[config.mk]
export PLATFORM = sky130hd
export DESIGN_NAME = actor_motion
export DESIGN_NICKNAME = d
export VERILOG_FILES = /design/src/rtl/pacman_pkg.sv /design/src/rtl/turn_buffer.sv /design/src/rtl/actor_motion.sv
export SDC_FILE = /design/constraint.sdc
export NUM_CORES = 1
export LEC_CHECK = 0
export CORE_AREA = 5 5 93 139
export DETAILED_ROUTE_END_ITERATION = 8
export DIE_AREA = 0 0 98 144
export MAX_ROUTING_LAYER = met4
export SLEW_MARGIN = 30
export SYNTH_ARGS = -nofsm -noshare
export SYNTH_HDL_FRONTEND = slang
export SYNTH_SLANG_ARGS = --single-unit
[constraint.sdc]
create_clock -name clk -period 3.9 [get_ports clk]
set_input_delay 0.975 -clock clk [delete_from_list [all_inputs] [get_ports clk]]
set_output_delay 0.975 -clock clk [all_outputs]
set_load 0.03 [all_outputs]
[src/rtl/pacman_pkg.sv]
// Shared maze-actor types: headings, tile classes, mover states and heading arithmetic.
package pacman_pkg;

  typedef enum logic [1:0] {
    RIGHT = 2'd0,
    UP    = 2'd1,
    LEFT  = 2'd2,
    DOWN  = 2'd3
  } dir_t;

  typedef enum logic [1:0] {
    EMPTY  = 2'd0,
    PELLET = 2'd1,
    POWER  = 2'd2,
    WALL   = 2'd3
  } tile_t;

  typedef enum logic {
    MOVE    = 1'b0,
    BLOCKED = 1'b1
  } mstate_t;

  // Headings are numbered counter-clockwise, so a left turn is +1 mod 4.
  function automatic dir_t turn_left(input dir_t d);
    return dir_t'(d + 2'd1);
  endfunction

  function automatic dir_t turn_right(input dir_t d);
    return dir_t'(d - 2'd1);
  endfunction

  function automatic dir_t reverse(input dir_t d);
    return dir_t'(d ^ 2'd2);
  endfunction

endpackage

[src/rtl/turn_buffer.sv]
// Holds one pre-requested turn until it is taken, cancelled by a U-turn, or its tick budget runs out.
module turn_buffer
  import pacman_pkg::*;
#(
  parameter int TURN_HOLD = 16
) (
  input  logic clk,
  input  logic rst,
  input  dir_t dir_i,
  input  logic left_i,
  input  logic right_i,
  input  logic uturn_i,
  input  logic tick_i,
  input  logic take_i,
  output dir_t pend_o,
  output logic vld_o
);

  localparam int HW = $clog2(TURN_HOLD + 1);

  dir_t          pend_q, pend_d;
  logic          vld_q, vld_d;
  logic [HW-1:0] hold_q, hold_d;

  always_comb begin
    pend_d = pend_q;
    vld_d  = vld_q;
    hold_d = hold_q;
    if (uturn_i) begin
      vld_d  = 1'b0;
      hold_d = '0;
    end else if (left_i ^ right_i) begin
      // A fresh request always replaces whatever was pending and restarts the budget.
      vld_d  = 1'b1;
      pend_d = left_i ? turn_left(dir_i) : turn_right(dir_i);
      hold_d = HW'(TURN_HOLD);
    end else if (vld_q && take_i) begin
      vld_d  = 1'b0;
      hold_d = '0;
    end else if (vld_q && tick_i) begin
      if (hold_q <= HW'(1)) begin
        vld_d  = 1'b0;
        hold_d = '0;
      end else begin
        hold_d = hold_q - HW'(1);
      end
    end
  end

  always_ff @(posedge clk or posedge rst) begin
    if (rst) begin
      pend_q <= RIGHT;
      vld_q  <= 1'b0;
      hold_q <= '0;
    end else begin
      pend_q <= pend_d;
      vld_q  <= vld_d;
      hold_q <= hold_d;
    end
  end

  assign pend_o = pend_q;
  assign vld_o  = vld_q;

endmodule

[src/rtl/actor_motion.sv]
// Tile-grid mover for one maze actor: fractional speed, buffered turns, tunnel wrap, wall blocking.
module actor_motion
  import pacman_pkg::*;
#(
  parameter int TILE_BITS = 3,
  parameter int X_TILES   = 28,
  parameter int Y_OFFSET  = 3,
  parameter int SPEED_W   = 8,
  parameter int TURN_HOLD = 16,
  parameter int START_X   = 108,
  parameter int START_Y   = 212,
  parameter int START_DIR = 2
) (
  input  logic               clk,
  input  logic               start,
  input  logic               tick,
  input  logic [SPEED_W-1:0] speed,
  input  logic               freeze,
  input  logic               left,
  input  logic               right,
  input  logic               uturn,
  input  logic [1:0]         tile_info [0:3],
  output logic [9:0]         x,
  output logic [9:0]         y,
  output logic [1:0]         dir,
  output logic [6:0]         xtile,
  output logic [6:0]         ytile,
  output logic               moving,
  output logic               at_center
);

  localparam logic [9:0]           X_MAX  = 10'(X_TILES * (2 ** TILE_BITS) - 1);
  localparam logic [TILE_BITS-1:0] CENTER = TILE_BITS'(2 ** (TILE_BITS - 1));

  mstate_t            state_q, state_d;
  logic [9:0]         x_q, x_d, y_q, y_d;
  dir_t               dir_q, dir_d;
  logic [SPEED_W-1:0] acc_q, acc_d;
  logic [SPEED_W:0]   sum;

  dir_t pend;
  logic pend_vld;
  logic run, turn_ok, wall_hit, take;
  dir_t dir_eff;

  assign at_center = (x_q[TILE_BITS-1:0] == CENTER) && (y_q[TILE_BITS-1:0] == CENTER);
  assign xtile     = 7'(x_q >> TILE_BITS);
  assign ytile     = 7'((y_q >> TILE_BITS) - 10'(Y_OFFSET));
  assign x         = x_q;
  assign y         = y_q;
  assign dir       = dir_q;
  assign moving    = (state_q == MOVE);

  // A U-turn pre-empts any movement in the same cycle.
  assign run  = tick && !freeze && !uturn;
  assign take = run && turn_ok;

  turn_buffer #(
    .TURN_HOLD(TURN_HOLD)
  ) u_turn_buffer (
    .clk    (clk),
    .rst    (start),
    .dir_i  (dir_q),
    .left_i (left),
    .right_i(right),
    .uturn_i(uturn),
    .tick_i (tick),
    .take_i (take),
    .pend_o (pend),
    .vld_o  (pend_vld)
  );

  always_comb begin
    state_d  = state_q;
    x_d      = x_q;
    y_d      = y_q;
    dir_d    = dir_q;
    acc_d    = acc_q;
    turn_ok  = pend_vld && at_center && (tile_info[pend] != WALL);
    dir_eff  = turn_ok ? pend : dir_q;
    wall_hit = at_center && (tile_info[dir_eff] == WALL);
    sum      = {1'b0, acc_q} + {1'b0, speed};

    if (uturn && !freeze) begin
      dir_d   = reverse(dir_q);
      state_d = MOVE;
    end else if (run) begin
      dir_d = dir_eff;
      if (wall_hit) begin
        state_d = BLOCKED;
        acc_d   = '0;
      end else begin
        state_d = MOVE;
        acc_d   = sum[SPEED_W-1:0];
        // The accumulator carry is the only source of motion, capping speed at 1 px per tick.
        if (sum[SPEED_W]) begin
          case (dir_eff)
            RIGHT:   x_d = (x_q == X_MAX) ? 10'd0 : x_q + 10'd1;
            LEFT:    x_d = (x_q == 10'd0) ? X_MAX : x_q - 10'd1;
            UP:      y_d = y_q - 10'd1;
            DOWN:    y_d = y_q + 10'd1;
            default: x_d = x_q;
          endcase
        end
      end
    end
  end

  always_ff @(posedge clk or posedge start) begin
    if (start) begin
      state_q <= MOVE;
      x_q     <= 10'(START_X);
      y_q     <= 10'(START_Y);
      dir_q   <= dir_t'(2'(START_DIR));
      acc_q   <= '0;
    end else begin
      state_q <= state_d;
      x_q     <= x_d;
      y_q     <= y_d;
      dir_q   <= dir_d;
      acc_q   <= acc_d;
    end
  end

endmodule

==> run_results.csv <==
group,metric,value,unit
floorplan,die_width,98,um
route,dr_total_vias,2860,
critical_path,critPathLaunchType,"input pin",
logic_synthesis,yosysTopAreaCell,"dfrtp_1",
timing,slew_viol_final,0,
clock_network,htree_levels,2,
run,max-cap-violations,0,
logic_synthesis,syn_inst,359,
logic_synthesis,yosysWarningCount,0,
logic_synthesis,synth_nets,406,
critical_path,required,4070,ps
critical_path,endpoint_kind,"flip-flop",
final_layout,fin_area,4297,um2
power_and_ir_drop,leakage,1.736,nW
timing,setup_viol,0,
clock_network,ctsLongestPathBuffers,2,
route,drt_first_pass_iters,6,
clock_network,cts_num_sinks,39,
clock_network,clkTransAtPathRegs,60,ps
timing,clock.fmax,0.2751,GHz
floorplan,core-area,11710,um2
logic_synthesis,ys_seq_area_share,29.19,%
placed_design,gp_congestion,0.8393,
placed_design,dpl.hpwl,6355,um
grt,grtUsageTotal,12.53,%
logic_synthesis,synthTopCellsByCount,"nand2_1, dfrtp_1, a21oi_1",
route,via_per_inst,4.974,
route,post_drt_wl_per_cell,14.55,um
route,drtIter0Drc,145,
timing,fin_crit_sh,93.21,%
grt,grt_overflow,0,
floorplan,initial_core_util,28.88,%
critical_path,cp_data_arrival_time,3810,ps
final_layout,num-fill-cells,1181,
timing,skew,6.989,ps
worst_hold_path,min_path_type,"reg -> reg",
power_and_ir_drop,p_per_area,413.3,nW/um2
grt,grt_first_pass_wirelength,14160,um
logic_synthesis,synth_top_area_share,22.20,%
route,drt-total-wl,8364,um
final_layout,drive_above_1_share,16.11,%
logic_synthesis,synth.most_common_cell,"nand2_1",
timing,relSlewSlack,56.15,%
clock_network,ctsRootBufferMaster,"clkbuf_16",
final_layout,area_growth,27.04,%
logic_synthesis,ys_seq_elements,39,
logic_synthesis,synth_edf_count,0,
logic_synthesis,synth_cell_types,77,
timing,worst_pin_slew,657.8,ps
logic_synthesis,avgSynthCellArea,9.421,um2
floorplan,core.rowCount,49,
floorplan,fp.dieArea,14110,um2
route,drc_errors,0,
power_and_ir_drop,fin_total_pwr,1.776,mW
critical_path,criticalPathCategory,"in -> reg",
placed_design,portBuffers,60,
logic_synthesis,async_flop_share,100.0,%
floorplan,ioPinCount,61,
clock_network,insertion_delay,290,ps
grt,grt_max_degree,40,
timing,rsz0062_at_grt,"no",
critical_path,crit_fanout,4,
route,ant_nets,0,
clock_network,tritoncts,"built",
placed_design,detailed_place.area,4156,um2
power_and_ir_drop,ir_drop,0.1628,mV
clock_network,cts_buffers,5,
grt,grt_pass1_vias,2951,
floorplan,die_h,144,um
grt,antenna_found_initial,0,
logic_synthesis,synth_ff_type,"dfrtp_1",
logic_synthesis,synthTopCellsByArea,"dfrtp_1, ha_1, dfstp_2, xnor2_1, nand2_1",
timing,hold_viol_final,0,
run_status,status,"finished clean",
final_layout,num_antenna_cells,0,
final_layout,nets,468,
logic_synthesis,synth_area,3382,um2
timing,fin_crit,3635,ps
per-stage QoR:
| step | instances | utilization [%] | worst slack [ps] | TNS [ps] | hold slack, ps |
|---|---|---|---|---|---|
| 3_3_place_gp | 567 | 35.50 | 31.90 | 0 | 463.9 |
| 2_1_floorplan | 359 | - | 386.9 | 0 | 452.5 |
| 4_1_cts | 575 | 36.66 | 206.4 | 0 | 488.0 |
| 3_5_place_dp | 567 | 35.50 | -86.95 | -94.61 | 474.0 |
| 6_report | 575 | 36.69 | 264.6 | 0 | 481.0 |
| 5_1_grt | 575 | 36.69 | 41.53 | 0 | 506.5 |
area by class of cell:
class                           instances  area, um2  share of cell area [%]
Multi-Input combinational cell        287       2223                   51.75
Sequential cell                        39      987.2                   22.98
Timing Repair Buffer                   74      705.7                   16.42
Tap cell                              153      191.4                   4.455
Clock buffer                            8      136.4                   3.174
Inverter                               14      52.55                   1.223
final timing paths:
path | from | end | slack [ps] | cells after the start
max | tile_info[3] | y[8] | 260 | 12
min | acc_q[4] | acc_q[4] | 480 | 2
max reg2reg | x[1] | y[8] | 530 | 14
min reg2reg | acc_q[4] | acc_q[4] | 480 | 2
max in group asynchronous | start | y[7] | 2400 | 3
min in group asynchronous | start | acc_q[0] | 1110 | 3
cells by family (layout without fill, tap and decap cells):
family                     count (synthesis)  after routing  synth area share [%]
xor gates and xnor gates                  26             26                 6.733
adders and majority gates                 24             24                 9.323
buffers and inverters                     33             96                 5.179
AOI/OAI and AO/OA                         98             98                 22.09
DFF                                       39             39                 29.19
and+or+nand+nor                          127            127                 22.49
muxes                                     12             12                 4.994
critical path: stages:
cell and delay [ps]:
clkdlybuf4s50_1 530, nand4b_4 140, a41o_1 270, o211ai_4 80, nand2_1 150, fa_1 410, a21o_1 180, a21oi_1 220
o21ai_0 150, o41ai_1 330, xnor2_1 110, mux2_4 270
power by group:
part	leakage (nW)	internal, mW	switching (mW)
clock	0.0652	0.238	0.167
combinational	1.20	0.353	0.412
sequential	0.472	0.490	0.116
total	1.74	1.08	0.694
what timing repair did:
item                                    in CTS  in global routing
hold buffers                                 0                  0
buffers inserted                             0                  0
resized for setup                            0                  1
endpoints found under the setup margin       0                  1
flip-flops by register name, summed over array words and instances (netlist names):
register and cells:
state_q 1, u_turn_buffer.pend_o 2, x 10, acc_q 8, dir 2, u_turn_buffer.hold_q 5, y 10, u_turn_buffer.vld_o 1
cells in the final DEF (no fill, tap or decap), drive strengths merged, types with 3 or more instances in the layout:
master         synthesis  layout
nor3                  16      16
a21oi                 27      27
o41ai                  3       3
nand3                 13      13
clkbuf                 6       8
buf                   13      14
o21ai                 16      16
nor2                  21      21
dfrtp                 30      30
and3b                  3       3
xor2                  10      10
ha                    22      22
nor3b                  5       5
inv                   14      14
dfstp                  9       9
o221ai                 3       3
mux2                   8       8
xnor2                 16      16
nand4                  3       3
nor2b                  3       3
o21a                   7       7
and3                   4       4
clkdlybuf4s50          0      60
nor4                   4       4
mux2i                  4       4
or2                    3       3
nand2                 36      36
a211oi                 4       4
a21o                   6       6
o31ai                 15      15
metal layers:
layer  GRT usage (%)  wire length, um
met4           4.449              138
met2           22.76             4448
met3           1.689              202
met1           14.04             3575
met5               -                0
Power figures use the tool's default switching activity.
